**config.mk**
```make
export PLATFORM = sky130hd
export DESIGN_NAME = snac_pad_poller
export DESIGN_NICKNAME = d
export VERILOG_FILES = /design/src/rtl/snac_pad_pkg.sv /design/src/rtl/pad_data_sync.sv /design/src/rtl/snac_pad_poller.sv
export SDC_FILE = /design/constraint.sdc
export NUM_CORES = 1
export LEC_CHECK = 0
export BUFFER_PORTS_ARGS = -buffer_cell sky130_fd_sc_hd__buf_2
export CAP_MARGIN = 10
export CORE_ASPECT_RATIO = 2
export CORE_MARGIN = 2
export CORE_UTILIZATION = 52
export DETAILED_ROUTE_END_ITERATION = 12
export PLACE_DENSITY = 0.71
export REMOVE_ABC_BUFFERS = 1
export SYNTH_ARGS = -nofsm -noshare
export SYNTH_HDL_FRONTEND = slang
export SYNTH_SLANG_ARGS = --single-unit
```
**constraint.sdc**
```tcl
create_clock -name clk -period 5 [get_ports clk]
set_clock_uncertainty 0.05 [all_clocks]
set_input_delay 1 -clock clk [delete_from_list [all_inputs] [get_ports clk]]
set_output_delay 1 -clock clk [all_outputs]
set_load 0.01 [all_outputs]
```
**src/rtl/snac_pad_pkg.sv**
```systemverilog
// Shared types and default timing for the SNAC serial gamepad poller.
package snac_pad_pkg;

  typedef enum logic [2:0] {
    IDLE,
    LATCH,
    LOW,
    HIGH,
    DONE
  } state_t;

  // Defaults assume a 28.375160 MHz system clock.
  localparam int DEF_POLL_CYC  = 472919;
  localparam int DEF_LATCH_CYC = 340;
  localparam int DEF_HALF_CYC  = 170;

  localparam int NES_BITS  = 8;
  localparam int SNES_BITS = 16;

  function automatic int max_int(input int a, input int b);
    return (a > b) ? a : b;
  endfunction

endpackage

```
**src/rtl/pad_data_sync.sv**
```systemverilog
// Two-flop synchronizer for the asynchronous pad data line; resets to the released level.
module pad_data_sync (
  input  logic clk,
  input  logic reset,
  input  logic async_in,
  output logic sync_out
);

  logic meta;

  always_ff @(posedge clk) begin
    if (reset) begin
      meta     <= 1'b1;
      sync_out <= 1'b1;
    end else begin
      meta     <= async_in;
      sync_out <= meta;
    end
  end

endmodule

```
**src/rtl/snac_pad_poller.sv**
```systemverilog
// Periodically latches and clocks an NES/SNES pad, publishing active-high button levels
// with a one-cycle valid strobe after every completed scan.
module snac_pad_poller
  import snac_pad_pkg::*;
#(
  parameter int POLL_CYC  = DEF_POLL_CYC,
  parameter int LATCH_CYC = DEF_LATCH_CYC,
  parameter int HALF_CYC  = DEF_HALF_CYC,
  parameter int NUM_BITS  = SNES_BITS
) (
  input  logic                clk,
  input  logic                reset,
  input  logic                enable,
  input  logic                pad_data,
  output logic                pad_latch,
  output logic                pad_clk,
  output logic [NUM_BITS-1:0] buttons,
  output logic                buttons_valid,
  output logic                busy
);

  localparam int PW  = $clog2(POLL_CYC);
  localparam int PHW = $clog2(max_int(LATCH_CYC, HALF_CYC));
  localparam int BW  = $clog2(NUM_BITS);

  localparam logic [PW-1:0]  POLL_LAST  = PW'(POLL_CYC - 1);
  localparam logic [PHW-1:0] LATCH_LAST = PHW'(LATCH_CYC - 1);
  localparam logic [PHW-1:0] HALF_LAST  = PHW'(HALF_CYC - 1);
  localparam logic [BW-1:0]  BIT_LAST   = BW'(NUM_BITS - 1);

  state_t              state;
  logic [PW-1:0]       poll_cnt;
  logic [PHW-1:0]      phase;
  logic [BW-1:0]       bit_idx;
  logic [NUM_BITS-1:0] shift_reg;
  logic                pad_data_sync_q;
  logic                tick;

  pad_data_sync u_sync (
    .clk      (clk),
    .reset    (reset),
    .async_in (pad_data),
    .sync_out (pad_data_sync_q)
  );

  // The poll counter runs regardless of state so the poll rate never drifts with scans.
  always_ff @(posedge clk) begin
    if (reset || poll_cnt == POLL_LAST) begin
      poll_cnt <= '0;
    end else begin
      poll_cnt <= poll_cnt + 1'b1;
    end
  end

  assign tick = (poll_cnt == POLL_LAST);

  // Outputs are set on the transition into each state so they line up with the state itself.
  always_ff @(posedge clk) begin
    if (reset) begin
      state         <= IDLE;
      phase         <= '0;
      bit_idx       <= '0;
      shift_reg     <= '0;
      pad_latch     <= 1'b0;
      pad_clk       <= 1'b1;
      buttons       <= '0;
      buttons_valid <= 1'b0;
      busy          <= 1'b0;
    end else begin
      buttons_valid <= 1'b0;
      case (state)
        IDLE: begin
          if (tick && enable) begin
            state     <= LATCH;
            phase     <= '0;
            pad_latch <= 1'b1;
            pad_clk   <= 1'b1;
            busy      <= 1'b1;
          end
        end

        LATCH: begin
          if (phase == LATCH_LAST) begin
            state     <= LOW;
            phase     <= '0;
            bit_idx   <= '0;
            pad_latch <= 1'b0;
            pad_clk   <= 1'b0;
          end else begin
            phase <= phase + 1'b1;
          end
        end

        // Sampling late in the low half gives the pad the whole half-period to settle.
        LOW: begin
          if (phase == HALF_LAST) begin
            shift_reg[bit_idx] <= ~pad_data_sync_q;
            state              <= HIGH;
            phase              <= '0;
            pad_clk            <= 1'b1;
          end else begin
            phase <= phase + 1'b1;
          end
        end

        HIGH: begin
          if (phase == HALF_LAST) begin
            phase <= '0;
            if (bit_idx == BIT_LAST) begin
              state         <= DONE;
              buttons       <= shift_reg;
              buttons_valid <= 1'b1;
            end else begin
              bit_idx <= bit_idx + 1'b1;
              state   <= LOW;
              pad_clk <= 1'b0;
            end
          end else begin
            phase <= phase + 1'b1;
          end
        end

        DONE: begin
          state <= IDLE;
          busy  <= 1'b0;
        end

        default: begin
          state     <= IDLE;
          pad_latch <= 1'b0;
          pad_clk   <= 1'b1;
          busy      <= 1'b0;
        end
      endcase
    end
  end

endmodule
```
==> Word level (Yosys, flattened, before mapping) <==
Index checks and enable logic that the tools add are counted.
{ "classes": {"add_sub_neg": 3, "magnitude_cmp": 2, "eq_ne": 13, "mux": 26, "bitwise_logic": 6, "n_reduce_logical": 18} }
{ "op_table": {"columns": ["operator", "count"], "rows": [
  ["9-bit 2-to-1 mux", 3],
  ["9-bit case mux with 3 select lines", 1],
  ["19-bit by 1-bit adder with 19-bit output, second input constant", 1],
  ["19-bit equality test, second input constant", 1],
  ["16-bit bitwise mux", 1],
  ["3-bit 2-to-1 mux", 5],
  ["4-bit 2-to-1 mux", 3],
  ["3-bit case mux with 4 select lines", 1],
  ["2-bit != test, second input constant", 5],
  ["9-bit by 1-bit adder with 9-bit output, second input constant", 1],
  ["9-bit by 8-bit equality test with 1-bit output, second input constant", 1],
  ["9-bit equality test, second input constant", 1],
  ["3-bit OR reduction", 3],
  ["4-bit case mux with 2 select lines", 1],
  ["4-bit AND reduction", 2],
  ["1-bit 2-to-1 mux", 7],
  ["3-bit by 2-bit equality test with 1-bit output, second input constant", 2],
  ["1-bit NOT", 6],
  ["2-bit AND reduction", 3],
  ["3-bit AND reduction", 2],
  ["6-bit AND reduction", 1],
  ["4-bit by 5-bit < comparator with 1-bit output, second input constant", 1],
  ["1-bit case mux with 5 select lines", 1],
  ["4-bit by 1-bit adder with 4-bit output, second input constant", 1],
  ["other kinds (13)", 14]
]} }
{ "word_totals": {"regBits": 73, "input_bits": 4, "out_inout_bits": 20, "word_cells": 80} }

==> Longest topological paths before layout <==
{ "logic_depth": {"depth_word": 5, "depth_mapped": 9, "mapped_depth_nobuf": 7} }

==> Hierarchy <==
A second synthesis with hierarchy kept.
{ "unflattened": {"cells_unflattened": 363, "area_unflattened_um2": 3206.8} }
{ "by_module_without_submodules": {"columns": ["mod", "n_inst", "cells_each", "area_per_inst_um2"], "rows": [
  ["snac_pad_poller", 1, 359, 3154.3],
  ["pad_data_sync", 1, 4, 52.6]
]} }

==> Worst setup path after synthesis <==
OpenSTA, ideal clock, no wires.
{ "synth_timing": {"kind": "reg-to-reg", "startpoint": "register phase[0]", "endpoint": "register bit_idx[0]", "setup_time_ns": 0.070, "arrival_time_ns": 2.010, "path_slack_ns": 2.870, "stages_incl_launch_ff": 8, "path_buffers": 1, "synth_period_minus_slack_ns": 2.130, "cell_sequence": "dfxtp_1 > ha_1 > nor4bb_1 > clkbuf_1 > nand2_1 > a2111o_1 > or3_1 > a21oi_1"} }
{ "synth_via": {"elab_chain_cells": 3, "word_cells_on_any_way": 5, "cone_classes": "eq/ne (4); reduce/logical (1)"} }
{ "synth_lines": {"columns": ["item", "line", "text"], "rows": [
  ["from (decl)", "snac_pad_poller.sv:33", "logic [PHW-1:0] phase;"],
  ["from (signal assigned)", "snac_pad_poller.sv:90", "phase <= phase + 1'b1;"],
  ["from (signal assigned)", "snac_pad_poller.sv:102", "phase <= phase + 1'b1;"],
  ["from (signal assigned)", "snac_pad_poller.sv:119", "phase <= phase + 1'b1;"],
  ["9-bit by 8-bit equality test with 1-bit output or 9-bit equality test (tied branches)", "snac_pad_poller.sv:107, snac_pad_poller.sv:83", null],
  ["2-bit != test (no source line)", null, null],
  ["4-bit AND reduction (no source line) (*)", null, null],
  ["to (signal assigned)", "snac_pad_poller.sv:114", "bit_idx <= bit_idx + 1'b1;"],
  ["to (decl)", "snac_pad_poller.sv:34", "logic [BW-1:0] bit_idx;"]
]} }
Mark *: on every way between the ends. The rest lies on a longest branch, timed or not.
A chain may end at the register's enable or synchronous reset.

==> Worst setup path in the final report <==
{ "layout_timing": {"startpoint": "register phase[0]", "endpoint": "register buttons[2]"} }
{ "layout_via": {"elab_chain_cells": 2} }
{ "layout_lines": {"columns": ["item", "line", "text"], "rows": [
  ["9-bit by 8-bit equality test with 1-bit output", "snac_pad_poller.sv:107", "if (phase == HALF_LAST) begin"],
  ["3-bit AND reduction (no source line)", null, null],
  ["to (signal assigned)", "snac_pad_poller.sv:111", "buttons <= shift_reg;"],
  ["to (decl)", "snac_pad_poller.sv:17", "output logic [NUM_BITS-1:0] buttons,"]
]} }
Every way passes these cells.

==> metrics.yaml <==
drtAntennaViolNets: 0
end_kind: "flip-flop"
hold_buffers: 0
ys_seq_elements: 73
fmax_mhz: 329.9
avgRoutedWirePerCell_um: 13.86
port_buffers: 23
dieWidth_um: 59.26
fillerInstances: 556
syn_to_final_growth_pct: 12.37
final-seq-area_um2: 1461
async_reset_ff_frac: 0
cts_buffers: 9
yosysWarnings: 0
ys_types: 41
nNetsFinal: 402
cts_sinks: 73
fin_crit_ps: 3031
rsz0062_at_grt: "no"
num_vias: 2570
syn_inst: 373
avgSynthCellArea_um2: 8.514
core_um2: 5956
arrival_ps: 3170
start_util: 0.5332
grt-ovfl-total: 0
grt_usage: 0.2139
power_density_nw_per_um2: 358.7
first_pass_iters: 4
setup_tns_ps: 0
ff2ff_setup_slack_ps: 1970
ys.flop_type: "dfxtp_1"
cap_viol_max_count: 0
synth_edf_count: 0
wirelength_mm: 6.336
worst-endpoint-required_ps: 5140
routed_via_density: 5.624
top_level_ports: 24
path_clk_slew_ps: 50
cts_root_buf: "clkbuf_16"
final_common_cell: "nor2_1"
clock_latency_ps: 330
grt_pass1_wl_mm: 11.12
worstHoldPathType: "reg -> reg"
yosysSeqAreaShare: 0.4602
synth_area_um2: 3176
layout_worst_path_cycle_share: 0.6063
max_slew_margin: 0.3131
path_cells: "ha_1 -> nor4bb_1 -> nand3_1 -> mux2i_1 -> nor2_1"
max-vdd-ir-drop_uv: 221.4
dp_hpwl_mm: 4.666
cts-resized-gates: 0
drt_iter0_drc: 89
critPathCapture: "buttons[2]"
htree_num_levels: 3
grt_max_degree: 51
worstMarginPinSlew_ps: 1027
reg2reg_depth: 5
reg2reg_to: "buttons[2]"
largest_register_ffs: 19
worstSetupPathType: "reg -> reg"
setup.worst_path.start_class: "flip-flop"
grt_pass1_vias: 2606
hold_violations: 0
fp.dieH_um: 114.5
synth_area_leaders: "dfxtp_1, nor2_1, mux2i_1"
status: "complete, no violations"
leakage_nw: 1.362
cpMaxStageDelayCell: "nand3_1"
die_area_um2: 6786
regToRegStartpoint: "phase[0]"
rows: 40
clockBufferDepth: 2
yosysTopAreaCellShare: 0.4602
drv_slew: 0
max_stage_delay_ps: 970
startpoint: "phase[0]"
cts_setup_buffers: 0
netlist.top_cell.by_area: "dfxtp_1"
setup_viol: 0
layout_common_cells: "nor2_1, dfxtp_1, nand2_1"
antenna_cells: 0
antenna_found_initial: 0
multi_input_area_um2: 1604
gp_congestion: 0.7920
remaining_drc_errors: 0
holdWs_ps: 357.0
cts_tree: "yes"
min_from: "u_sync.meta"
path_max_fanout: 17
drive_above_1_share: 0.1066
Yosys cell counts, types with 4 or more instances:
cell type,instances
a211oi_1,18
a31oi_1,4
xor2_1,6
clkbuf_1,15
dfxtp_1,73
mux2i_1,16
o21ai_0,7
nor4_1,7
nand2_1,25
nand3_1,14
inv_1,12
nand4_1,8
or2_2,4
a21oi_1,17
nor3_1,11
or3_1,7
ha_1,8
nor2_1,78
nand2b_1,4
xnor2_1,11
power by group:
part           internal [mW]  switching, mW
logic                 0.0355         0.0658
registers              0.595         0.0170
clock network          0.344          0.222
total                  0.975          0.305
per-stage QoR:
| step | instances | cell area (µm²) | worst slack (ps) | utilization | total power [mW] |
|---|---|---|---|---|---|
| 2_1_floorplan | 356 | 3110 | 2502 | - | 0.6906 |
| 3_3_place_gp | 442 | 3304 | 2167 | 0.5548 | 0.7239 |
| 3_5_place_dp | 442 | 3304 | 1980 | 0.5548 | 0.7261 |
| 4_1_cts | 457 | 3568 | 1948 | 0.5992 | 1.293 |
| 5_1_grt | 457 | 3568 | 1678 | 0.5992 | 1.339 |
| 6_report | 457 | 3568 | 1969 | 0.5992 | 1.280 |
critical path: cells and delay by family (launching register included):
family	cells	cell delay (ps)
simple gates	3	1830
fa+ha+maj	1	180
flops	1	400
mux	1	420
worst min-delay path by stage:
stage / end / slack, ps / depth (start not counted)
after CTS: u_sync.sync_out / 360 / 1
after global routing: u_sync.sync_out / 380 / 1
final: u_sync.sync_out / 360 / 1
after global placement: u_sync.sync_out / 340 / 1
after detailed placement: u_sync.sync_out / 350 / 1
after floorplan: u_sync.sync_out / 340 / 1
routing by layer:
metal	track usage	wire (µm)	vias up
li1	-	-	1336
met1	0.2054	2457	1182
met2	0.3941	3526	38
met3	0.05537	180	14
met4	0.1106	172	0
met5	0	0	-
cell type report:
cell class,instances,area share
clock buffer,12,0.06907
clock inverter,3,0.004909
inverter,12,0.01262
multi-input combinational,271,0.4495
sequential,73,0.4095
tap,63,0.02209
timing repair buffer,23,0.03226
cells by family (layout without fill, tap and decap cells):
logic type,after synthesis,count (layout),share of synthesized area
AOI/OAI and AO/OA,58,58,0.1202
xor gates and xnor gates,17,17,0.04689
adders and majority gates,8,8,0.03152
buffers and inverters,29,50,0.03467
DFF,73,73,0.4602
muxes,16,16,0.05043
and+or+nand+nor,172,172,0.2561
(Power assumes the default switching activity.)
